<file path="src/rtl/cpu_pkg.sv">
// rtl/cpu_pkg.sv - shared fetch-stage encodings and address map defaults
package cpu_pkg;

    typedef enum logic [2:0] {
        PC_PLUS4  = 3'd0,
        PC_BRANCH = 3'd1,
        PC_JUMP   = 3'd2,
        PC_JR     = 3'd3
    } next_pc_op_e;

    localparam logic [31:0] DEF_RESET_VEC = 32'h0000_3000;
    localparam logic [31:0] DEF_EXC_VEC   = 32'h0000_4180;
    localparam logic [31:0] DEF_IMEM_LO   = 32'h0000_3000;
    localparam logic [31:0] DEF_IMEM_HI   = 32'h0000_6ffc;

endpackage

</file>
<file path="src/rtl/pc_src_mux.sv">
// rtl/pc_src_mux.sv - NUM_SRC:1 next-PC selector with pc+4 fallback
module pc_src_mux #(
    parameter int WIDTH   = 32,
    parameter int NUM_SRC = 8,
    parameter int SEL_W   = 3
) (
    input  logic [WIDTH-1:0]         pc,
    input  logic [SEL_W-1:0]         sel,
    input  logic [NUM_SRC*WIDTH-1:0] src_flat,
    output logic [WIDTH-1:0]         next_pc
);

    // Unpopulated selector codes fall back to sequential fetch.
    always_comb begin
        next_pc = pc + WIDTH'(4);
        for (int i = 0; i < NUM_SRC; i++) begin
            if (sel == SEL_W'(i)) begin
                next_pc = src_flat[i*WIDTH +: WIDTH];
            end
        end
    end

endmodule

</file>
<file path="src/rtl/pc_gen.sv">
// rtl/pc_gen.sv - fetch PC register with stall, buffered redirects and exceptions
module pc_gen
    import cpu_pkg::*;
#(
    parameter int              WIDTH     = 32,
    parameter int              NUM_SRC   = 8,
    parameter int              SEL_W     = 3,
    parameter logic [WIDTH-1:0] RESET_VEC = WIDTH'(DEF_RESET_VEC),
    parameter logic [WIDTH-1:0] EXC_VEC   = WIDTH'(DEF_EXC_VEC),
    parameter logic [WIDTH-1:0] IMEM_LO   = WIDTH'(DEF_IMEM_LO),
    parameter logic [WIDTH-1:0] IMEM_HI   = WIDTH'(DEF_IMEM_HI)
) (
    input  logic                     clk,
    input  logic                     reset,
    input  logic                     stall,
    input  logic [SEL_W-1:0]         next_pc_op,
    input  logic [NUM_SRC*WIDTH-1:0] src_flat,
    input  logic                     redirect_valid,
    input  logic [WIDTH-1:0]         redirect_pc,
    input  logic                     exc_req,
    input  logic                     eret_req,
    input  logic [WIDTH-1:0]         epc_in,
    output logic [WIDTH-1:0]         pc_out,
    output logic                     pend_valid,
    output logic                     redirected,
    output logic                     adel
);

    logic [WIDTH-1:0] pc_q, pc_d;
    logic [WIDTH-1:0] pend_pc_q, pend_pc_d;
    logic             pend_valid_q, pend_valid_d;
    logic             redirected_q, redirected_d;
    logic [WIDTH-1:0] mux_pc;

    pc_src_mux #(
        .WIDTH   (WIDTH),
        .NUM_SRC (NUM_SRC),
        .SEL_W   (SEL_W)
    ) u_src_mux (
        .pc       (pc_q),
        .sel      (next_pc_op),
        .src_flat (src_flat),
        .next_pc  (mux_pc)
    );

    always_comb begin
        pc_d         = pc_q;
        pend_valid_d = pend_valid_q;
        pend_pc_d    = pend_pc_q;
        redirected_d = 1'b0;
        if (exc_req) begin
            pc_d         = EXC_VEC;
            pend_valid_d = 1'b0;
            redirected_d = 1'b1;
        end else if (eret_req) begin
            pc_d         = epc_in;
            pend_valid_d = 1'b0;
            redirected_d = 1'b1;
        end else if (stall) begin
            // Keep only the youngest redirect seen while the front end is frozen.
            if (redirect_valid) begin
                pend_valid_d = 1'b1;
                pend_pc_d    = redirect_pc;
            end
        end else if (redirect_valid) begin
            pc_d         = redirect_pc;
            pend_valid_d = 1'b0;
            redirected_d = 1'b1;
        end else if (pend_valid_q) begin
            pc_d         = pend_pc_q;
            pend_valid_d = 1'b0;
            redirected_d = 1'b1;
        end else begin
            pc_d = mux_pc;
        end
    end

    always_ff @(posedge clk) begin
        if (reset) begin
            pc_q         <= RESET_VEC;
            pend_valid_q <= 1'b0;
            pend_pc_q    <= '0;
            redirected_q <= 1'b0;
        end else begin
            pc_q         <= pc_d;
            pend_valid_q <= pend_valid_d;
            pend_pc_q    <= pend_pc_d;
            redirected_q <= redirected_d;
        end
    end

    assign pc_out     = pc_q;
    assign pend_valid = pend_valid_q;
    assign redirected = redirected_q;
    assign adel       = (pc_q[1:0] != 2'b00) | (pc_q < IMEM_LO) | (pc_q > IMEM_HI);

endmodule

</file>
<file path="config.mk">
export PLATFORM = sky130hd
export DESIGN_NAME = pc_gen
export DESIGN_NICKNAME = d
export VERILOG_FILES = /design/src/rtl/cpu_pkg.sv /design/src/rtl/pc_src_mux.sv /design/src/rtl/pc_gen.sv
export SDC_FILE = /design/constraint.sdc
export NUM_CORES = 1
export LEC_CHECK = 0
export BUFFER_PORTS_ARGS = -buffer_cell sky130_fd_sc_hd__buf_2
export CAP_MARGIN = 20
export CORE_AREA = 4 4 140 142
export CTS_CLUSTER_DIAMETER = 60
export CTS_CLUSTER_SIZE = 40
export DETAILED_ROUTE_END_ITERATION = 12
export DIE_AREA = 0 0 144 146
export GPL_ROUTABILITY_DRIVEN = 0
export GPL_TIMING_DRIVEN = 0
export PLACE_DENSITY = 0.66
export SLEW_MARGIN = 15
export SYNTH_ARGS = -nofsm -noshare
export SYNTH_HDL_FRONTEND = slang
export SYNTH_SLANG_ARGS = --single-unit
</file>
<file path="constraint.sdc">
create_clock -name clk -period 5.25 [get_ports clk]
set_input_delay 0 -clock clk [delete_from_list [all_inputs] [get_ports clk]]
set_output_delay 0 -clock clk [all_outputs]
set_load 0.01 [all_outputs]
</file>
==> results of run 1 <==
## registers in the layout, summed over array words and instances (netlist names), named ones only
name and flops:
redirected 1, pc_out 30, pend_pc_q 32, pend_valid 1
## synthesized netlist by cell type (6+ instances only)
cell,n,area [µm²]
nand2b_1,20,125.1
nand3_1,13,65.06
a2bb2oi_1,6,52.55
buf_4,16,120.1
o311ai_0,6,52.55
nor2b_1,8,50.05
a221oi_1,16,140.1
o211ai_1,14,105.1
a32oi_1,9,78.83
a211oi_1,13,97.59
o21ai_0,50,250.2
inv_1,14,52.55
xnor2_1,9,78.83
o22ai_1,23,143.9
dfxtp_1,66,1321
nor4_1,13,81.33
nor3_1,14,70.07
a221o_1,11,110.1
buf_2,23,115.1
mux2_2,21,236.5
mux4_2,13,292.8
nor2_1,67,251.5
a22oi_1,8,60.06
nand4_1,6,37.54
a21oi_1,87,435.4
nand2_1,116,435.4
mux2i_1,31,310.3
clkbuf_1,24,90.09
## layout make-up
cell class | instances | share of cell area, %
Multi-Input combinational cell | 650 | 48.04
Buffer | 72 | 4.470
Tap cell | 234 | 3.331
Antenna cell | 4 | 0.1139
Clock inverter | 6 | 0.6549
Timing Repair Buffer | 400 | 25.11
Sequential cell | 66 | 15.03
Inverter | 15 | 0.6407
Clock buffer | 10 | 2.605
## cell families after synthesis
family	count (synthesis)	synth area share [%]
muxes	68	15.33
AOI/OAI and AO/OA	295	32.70
buffers and inverters	87	7.496
adders and majority gates	1	0.2088
DFF	66	22.05
xor gates and xnor gates	10	1.462
and+or+nand+nor	276	20.76
## critical path: cells and delay by family (launching register included)
kind / cells / cell delay, ns
buffers and inverters: 1 / 0.20
and+or+nand+nor: 2 / 1.06
DFF: 1 / 0.32
AOI/OAI and AO/OA: 3 / 0.83
## routing by layer
| layer | part of all wire, % | vias to the layer above |
|---|---|---|
| met5 | 0.057 | - |
| met4 | 5.8 | 4 |
| met3 | 12 | 136 |
| met2 | 46 | 708 |
| met1 | 37 | 4230 |
| li1 | - | 3870 |
## worst min path at each step
stage                       endpoint  slack, ns     startpoint  cells past startpoint
final                     pc_out[19]       0.02     epc_in[19]                      4
after CTS                  pc_out[5]      0.002  src_flat[229]                      3
after floorplan           pc_out[16]       0.13     epc_in[16]                      1
after detailed placement  pc_out[16]       0.22     epc_in[16]                      2
after global routing      pc_out[19]       0.02     epc_in[19]                      4
after global placement    pc_out[16]       0.22     epc_in[16]                      2
## report_power, final
| group | internal [W] | switching [W] | leakage, nW | total [W] |
|---|---|---|---|---|
| Clock | 0.000364 | 0.000234 | 0.142 | 0.000598 |
| Sequential | 0.000524 | 0.0000305 | 0.539 | 0.000554 |
| Combinational | 0.000266 | 0.000322 | 3.21 | 0.000588 |
| Total | 0.00115 | 0.000587 | 3.90 | 0.00174 |
## through the flow
step / utilization, % / setup slack [ns] / cell area (µm²) / instances / total power, W
2_1_floorplan: - / 3.477 / 5992 / 803 / 0.0008268
3_3_place_gp: 43.79 / 2.786 / 8082 / 1396 / 0.001109
3_5_place_dp: 43.79 / 2.772 / 8082 / 1396 / 0.001113
4_1_cts: 47.57 / 2.742 / 8778 / 1453 / 0.001729
5_1_grt: 47.62 / 2.569 / 8788 / 1457 / 0.001803
6_report: 47.62 / 2.734 / 8788 / 1457 / 0.001741
## what timing repair did
action	in CTS	in global routing
hold buffers	41	0
setup endpoints to repair	0	0
hold endpoints to repair	41	0
==> flow_summary_export.csv, run 1 <==
group,metric,value,unit
outcome,status,"completed",
worst_setup_path,crit_path_end_kind,"flop",
sta,fmaxAchievable,0.3975,GHz
global_routing,busiest_layer,"met2",
die,dieWidth,144,µm
detailed_routing,first_pass_iters,7,
worst_setup_path,worstRegToRegCells,6,
logic_synthesis,syn_area,5992,µm²
sta,slew_violations,0,
layout,n_fill_cell,1963,
global_routing,grt_overflow,0,
layout,multi_input_area,4222,µm²
layout,final_nets,1544,
pwr,ir_worst_vdd,0.1937,mV
global_routing,grt_max_degree,12,
die,die_y,146,µm
detailed_routing,ant_nets,0,
sta,final.min_clock_period,2.516,ns
global_routing,use_met1,40.10,%
die,ioPinCount,364,
logic_synthesis,synth_nets,1133,
worst_setup_path,critPathLaunch,"pend_valid",
worst_setup_path,rr_startpoint,"pend_valid",
sta,worst_pin_slew,1.101,ns
logic_synthesis,avgSynthCellArea,7.462,µm²
clocking,cts_htree_levels,3,
worst_setup_path,worst_r2r_endpoint,"pc_out[2]",
worst_setup_path,crit_end,"pc_out[2]",
detailed_routing,wl_per_cell,25.08,µm
sta,rsz0062_at_grt,"no",
die,core_area,18460,µm²
global_routing,grt_util_all_layers,32.84,%
worst_setup_path,critical_path.max_stage_delay,0.57,ns
worst_setup_path,critical_path_class,"reg -> reg",
placed_design,port_buffers,359,
worst_hold_path,hold_class,"in -> reg",
sta,finalSetupViolCount,0,
layout,area_growth,46.67,%
global_routing,grt_pass1_vias,8650,
clocking,cts_buffers,9,
pwr,leakage,3.895,nW
global_routing,grtUsageMet2,53.93,%
sta,worst_hold_slack,0.02042,ns
logic_synthesis,yosys_warnings,0,
placed_design,post-dp-hpwl,29940,µm
detailed_routing,dr_total_vias,8948,
clocking,clk_latency,0.34,ns
detailed_routing,drt-total-wl,36540,µm
worst_setup_path,worst-path-max-fanout,10,
die,fp.dieArea,21020,µm²
layout,post_route_cells_drive_above_1_share,37.49,%
sta,hold_violations,0,
global_routing,antenna_found_initial,6,
clocking,ctsResizeCount,0,
pwr,pwr_density_cell,198.1,nW/µm²
worst_setup_path,critPathLaunchType,"flop",
clocking,cts.sinks,66,
worst_setup_path,arrival,2.75,ns
clocking,cts_buffer_depth,2,
logic_synthesis,ys_ff_latch,66,
worst_setup_path,required,5.49,ns
worst_setup_path,regToRegSetupSlack,2.73,ns
clocking,cts_setup_buffers,0,
detailed_routing,drt_iter0_drc,964,
global_routing,grt_pass1_wl,51690,µm
sta,min_period_over_period,47.92,%
sta,finalSetupTns,0,ns
clocking,path_clk_slew,0.06,ns
die,start_util,32.47,%
detailed_routing,drc_errors,0,
worst_setup_path,slowest_stage,"nor2_1",
detailed_routing,vias_per_cell,6.141,
logic_synthesis,synth_cells,803,
sta,skew,0.008202,ns
layout,layout_common_cells,"buf_2 (382), nand2_1 (116), a21oi_1 (87), nor2_1 (67), dfxtp_1 (66)",
logic_synthesis,synth_cell_type_count,68,
layout,layout_commonest_cell,"buf_2",
worst_setup_path,path_cells,"buf_2, nor2_1, nand2_1, a2111oi_0, o221ai_1, o311ai_0",
die,rows,50,
sta,relSlewSlack,26.08,%
layout,regArea,1321,µm²
logic_synthesis,synth_enable_flop_cells,0,
global_routing,grtUsageMet3,8.709,%
logic_synthesis,synth_top_flop_cell,"dfxtp_1",
clocking,clockRootBuffer,"clkbuf_16",
clocking,tritoncts,"yes",
run,drv_cap,0,
logic_synthesis,seq_area_frac_synth,22.05,%
logic_synthesis,synthArstFlopShare,0,%
Note: power is estimated with default switching activity, not from simulation.
==> inputs of run 2 (changes only) <==
Settings changed: ABC_AREA from default to 1, CORE_AREA 4 4 140 142 to default, CORE_MARGIN from default to 4, CORE_UTILIZATION from default to 35, DIE_AREA 0 0 144 146 to default, PLACE_DENSITY 0.66 to 0.68.
Clock period 5.25 ns to 2.5 ns, I/O delays scaled along.
==> flow_summary_export.csv, run 2 <==
group,metric,value,unit
outcome,status,"completed",
detailed_routing,dr_total_vias,10760,
pwr,p_sw_share,37.09,%
worst_setup_path,critPathLaunchType,"flop",
layout,regArea,1380,µm²
detailed_routing,wl_met1,14770,µm
global_routing,grt_max_degree,13,
layout,top_register,"pend_pc_q",
pwr,clkPwrFrac,32.9,%
detailed_routing,drc_errors,0,
pwr,switching_power,0.001413,W
global_routing,grt_util_all_layers,33.17,%
logic_synthesis,synthArstFlopShare,0,%
sta,finalSetupViolCount,0,
die,rows,50,
clocking,clockRootBuffer,"clkbuf_16",
sta,worst_slack,0.07007,ns
placed_design,post-dp-hpwl,31760,µm
clocking,tritoncts,"yes",
layout,postLayoutCellArea,9866,µm²
run,drv_cap,0,
sta,relSlewSlack,56.38,%
sta,hold_violations,0,
detailed_routing,routed-wl-met2,16770,µm
layout,multi_input_area,5051,µm²
worst_setup_path,arrival,2.65,ns
global_routing,grt_overflow,0,
layout,layout_common_cells,"nand2_1 (504), buf_2 (381), nor2_1 (254), a21oi_1 (115), inv_1 (58)",
pwr,ir_worst_vdd,0.4544,mV
layout,layout_commonest_cell,"nand2_1",
sta,final.min_clock_period,2.430,ns
sta,skew,0.009623,ns
pwr,pwr_density_cell,386.1,nW/µm²
detailed_routing,first_pass_iters,6,
die,die_y,147.8,µm
logic_synthesis,synth_top_area_cell,"nand2_1",
die,ioPinCount,364,
logic_synthesis,syn_area,6843,µm²
worst_hold_path,hold_class,"in -> reg",
placed_design,pre_cts_slack,-0.3611,ns
detailed_routing,wl_met3,4945,µm
sta,min_period_over_period,97.20,%
worst_setup_path,crit_path_end_kind,"flop",
die,fp.dieArea,21850,µm²
logic_synthesis,synth_cells,1333,
die,dieWidth,147.8,µm
layout,n_fill_cell,2096,
pwr,intPower,0.002397,W
clocking,cts.sinks,66,
pwr,leakage,5.053,nW
detailed_routing,ant_nets,0,
layout,final_nets,2075,
placed_design,port_buffers,361,
detailed_routing,drt_iter0_drc,1232,
layout,post_route_cells_drive_above_1_share,29.54,%
pwr,power_frac_seq,30.8,%
sta,slew_violations,0,
sta,fmaxAchievable,0.4115,GHz
die,core_area,18960,µm²
clocking,clk_latency,0.33,ns
worst_setup_path,required,2.72,ns
logic_synthesis,synthTopCellsByArea,"nand2_1 (28%), dfxtp_1 (19%), nor2_1 (14%), a21oi_1 (8.6%), o21ai_0 (3.9%)",
layout,area_growth,44.18,%
clocking,cts_buffer_depth,2,
detailed_routing,vias_per_cell,5.339,
logic_synthesis,yosysMostFrequentCell,"nand2_1",
logic_synthesis,avgSynthCellArea,5.133,µm²
placed_design,placed_cell_area,8975,µm²
detailed_routing,topRoutingLayerUsed,"met5",
logic_synthesis,synth_cell_type_count,36,
sta,worst_hold_slack,0.008130,ns
layout,largest_register_ffs,32,
worst_setup_path,critical_path_class,"reg -> reg",
worst_setup_path,worst-path-max-fanout,5,
logic_synthesis,yosys-top-cells-count,"nand2_1 (518), nor2_1 (258), a21oi_1 (117)",
logic_synthesis,synth_nets,1663,
logic_synthesis,synth_top_area_share,28.41,%
sta,worst_pin_slew,0.6519,ns
logic_synthesis,seq_area_frac_synth,19.31,%
pwr,combPwrFrac,36.3,%
logic_synthesis,synth_top_flop_cell,"dfxtp_1",
clocking,cts_htree_levels,3,
die,start_util,36.10,%
global_routing,grt_pass1_vias,10210,
layout,fin_util,52.05,%
logic_synthesis,yosys_warnings,0,
global_routing,antenna_found_initial,6,
detailed_routing,drt-total-wl,38700,µm
logic_synthesis,ys_ff_latch,66,
clocking,cts_buffers,9,
global_routing,grt_pass1_wl,56510,µm
logic_synthesis,synth_enable_flop_cells,0,
detailed_routing,wl_per_cell,19.19,µm
clocking,path_clk_slew,0.06,ns
-- run 2: changes by cell type after synthesis, sizes merged, moves of 31 or more --
| cell | change |
|---|---|
| nand2 | +410 |
| nor2 | +205 |
| nand3 | +35 |
| a21oi | +31 |
| inv | +52 |
| mux2i | -31 |
-- run 2: final timing paths --
| path | start | end | slack (ns) | cells after the start |
|---|---|---|---|---|
| setup / recovery | pc_out[21] | pc_out[26] | 0.07 | 19 |
| hold / removal | epc_in[27] | pc_out[27] | 0.008 | 5 |
| setup reg to reg | pc_out[21] | pc_out[26] | 0.07 | 19 |
| hold reg to reg | pend_pc_q[8] | pend_pc_q[8] | 0.45 | 2 |
-- run 2: what timing repair did --
item	CTS	global route
hold endpoints to repair	34	0
setup endpoints to repair	8	22
resized for setup	23	54
pin swaps	2	2
setup buffers	3	2
hold buffers	35	0
-- run 2: critical path, cell delays in order (launching register included) --
cell     delay, ns
dfxtp_2       0.42
nand2_1       0.16
nor2_2        0.19
nand2_1       0.08
nor2_1        0.13
nand2_1       0.07
nand2_1       0.06
nand2_1       0.08
nor2_1        0.12
o21ai_2       0.10
nand2_1       0.10
nand2_1       0.05
nand2_1       0.11
nand2_1       0.11
nand2_1       0.09
nand2_1       0.06
nand2_1       0.12
nand2_1       0.11
nand2_1       0.11
nand2_1       0.05
-- run 2: layout make-up --
class                   instances  area share (%)
repair buffers                401           22.28
well taps                     260           3.297
multi-input cells            1123           51.20
clock buffers                   9           2.283
plain buffers                  73           3.386
diodes                          6          0.1522
flip-flops and latches         66           13.99
clock inverters                 7          0.7102
inverters                      71           2.701
-- run 2: layer usage --
layer | vias up | global-route usage [%]
li1 | 5108 | -
met1 | 4742 | 42.53
met2 | 769 | 52.60
met3 | 142 | 7.817
met4 | 2 | 15.84
met5 | - | 0
-- run 2: power groups by stage --
stage | logic, W | clock network [W] | registers (W)
3_5_place_dp | 0.00126 | 0 | 0.00119
2_1_floorplan | 0.000614 | 0 | 0.00118
5_1_grt | 0.00149 | 0.00131 | 0.00118
6_report | 0.00138 | 0.00125 | 0.00117
4_1_cts | 0.00132 | 0.00126 | 0.00117
3_3_place_gp | 0.00126 | 0 | 0.00119
-- run 2: kinds of logic (layout without fill, tap and decap cells) --
| logic type | count (synthesis) | after routing | share of synthesized area, % |
|---|---|---|---|
| xor+xnor | 5 | 5 | 0.6399 |
| flops | 66 | 66 | 19.31 |
| buf+inv | 144 | 561 | 8.777 |
| simple gates | 883 | 883 | 51.89 |
| compound gates | 234 | 234 | 19.20 |
| fa+ha+maj | 1 | 1 | 0.1828 |
| other cells | 0 | 6 | 0 |
-- run 2: through the flow --
step                      setup TNS [ns]  std cells  total power [W]
after floorplan                        0       1333         0.001790
after global placement            -1.643       1954         0.002449
after detailed placement          -1.673       1954         0.002453
after CTS                              0       2008         0.003750
after global routing            -0.02122       2014         0.003976
final                                  0       2016         0.003809
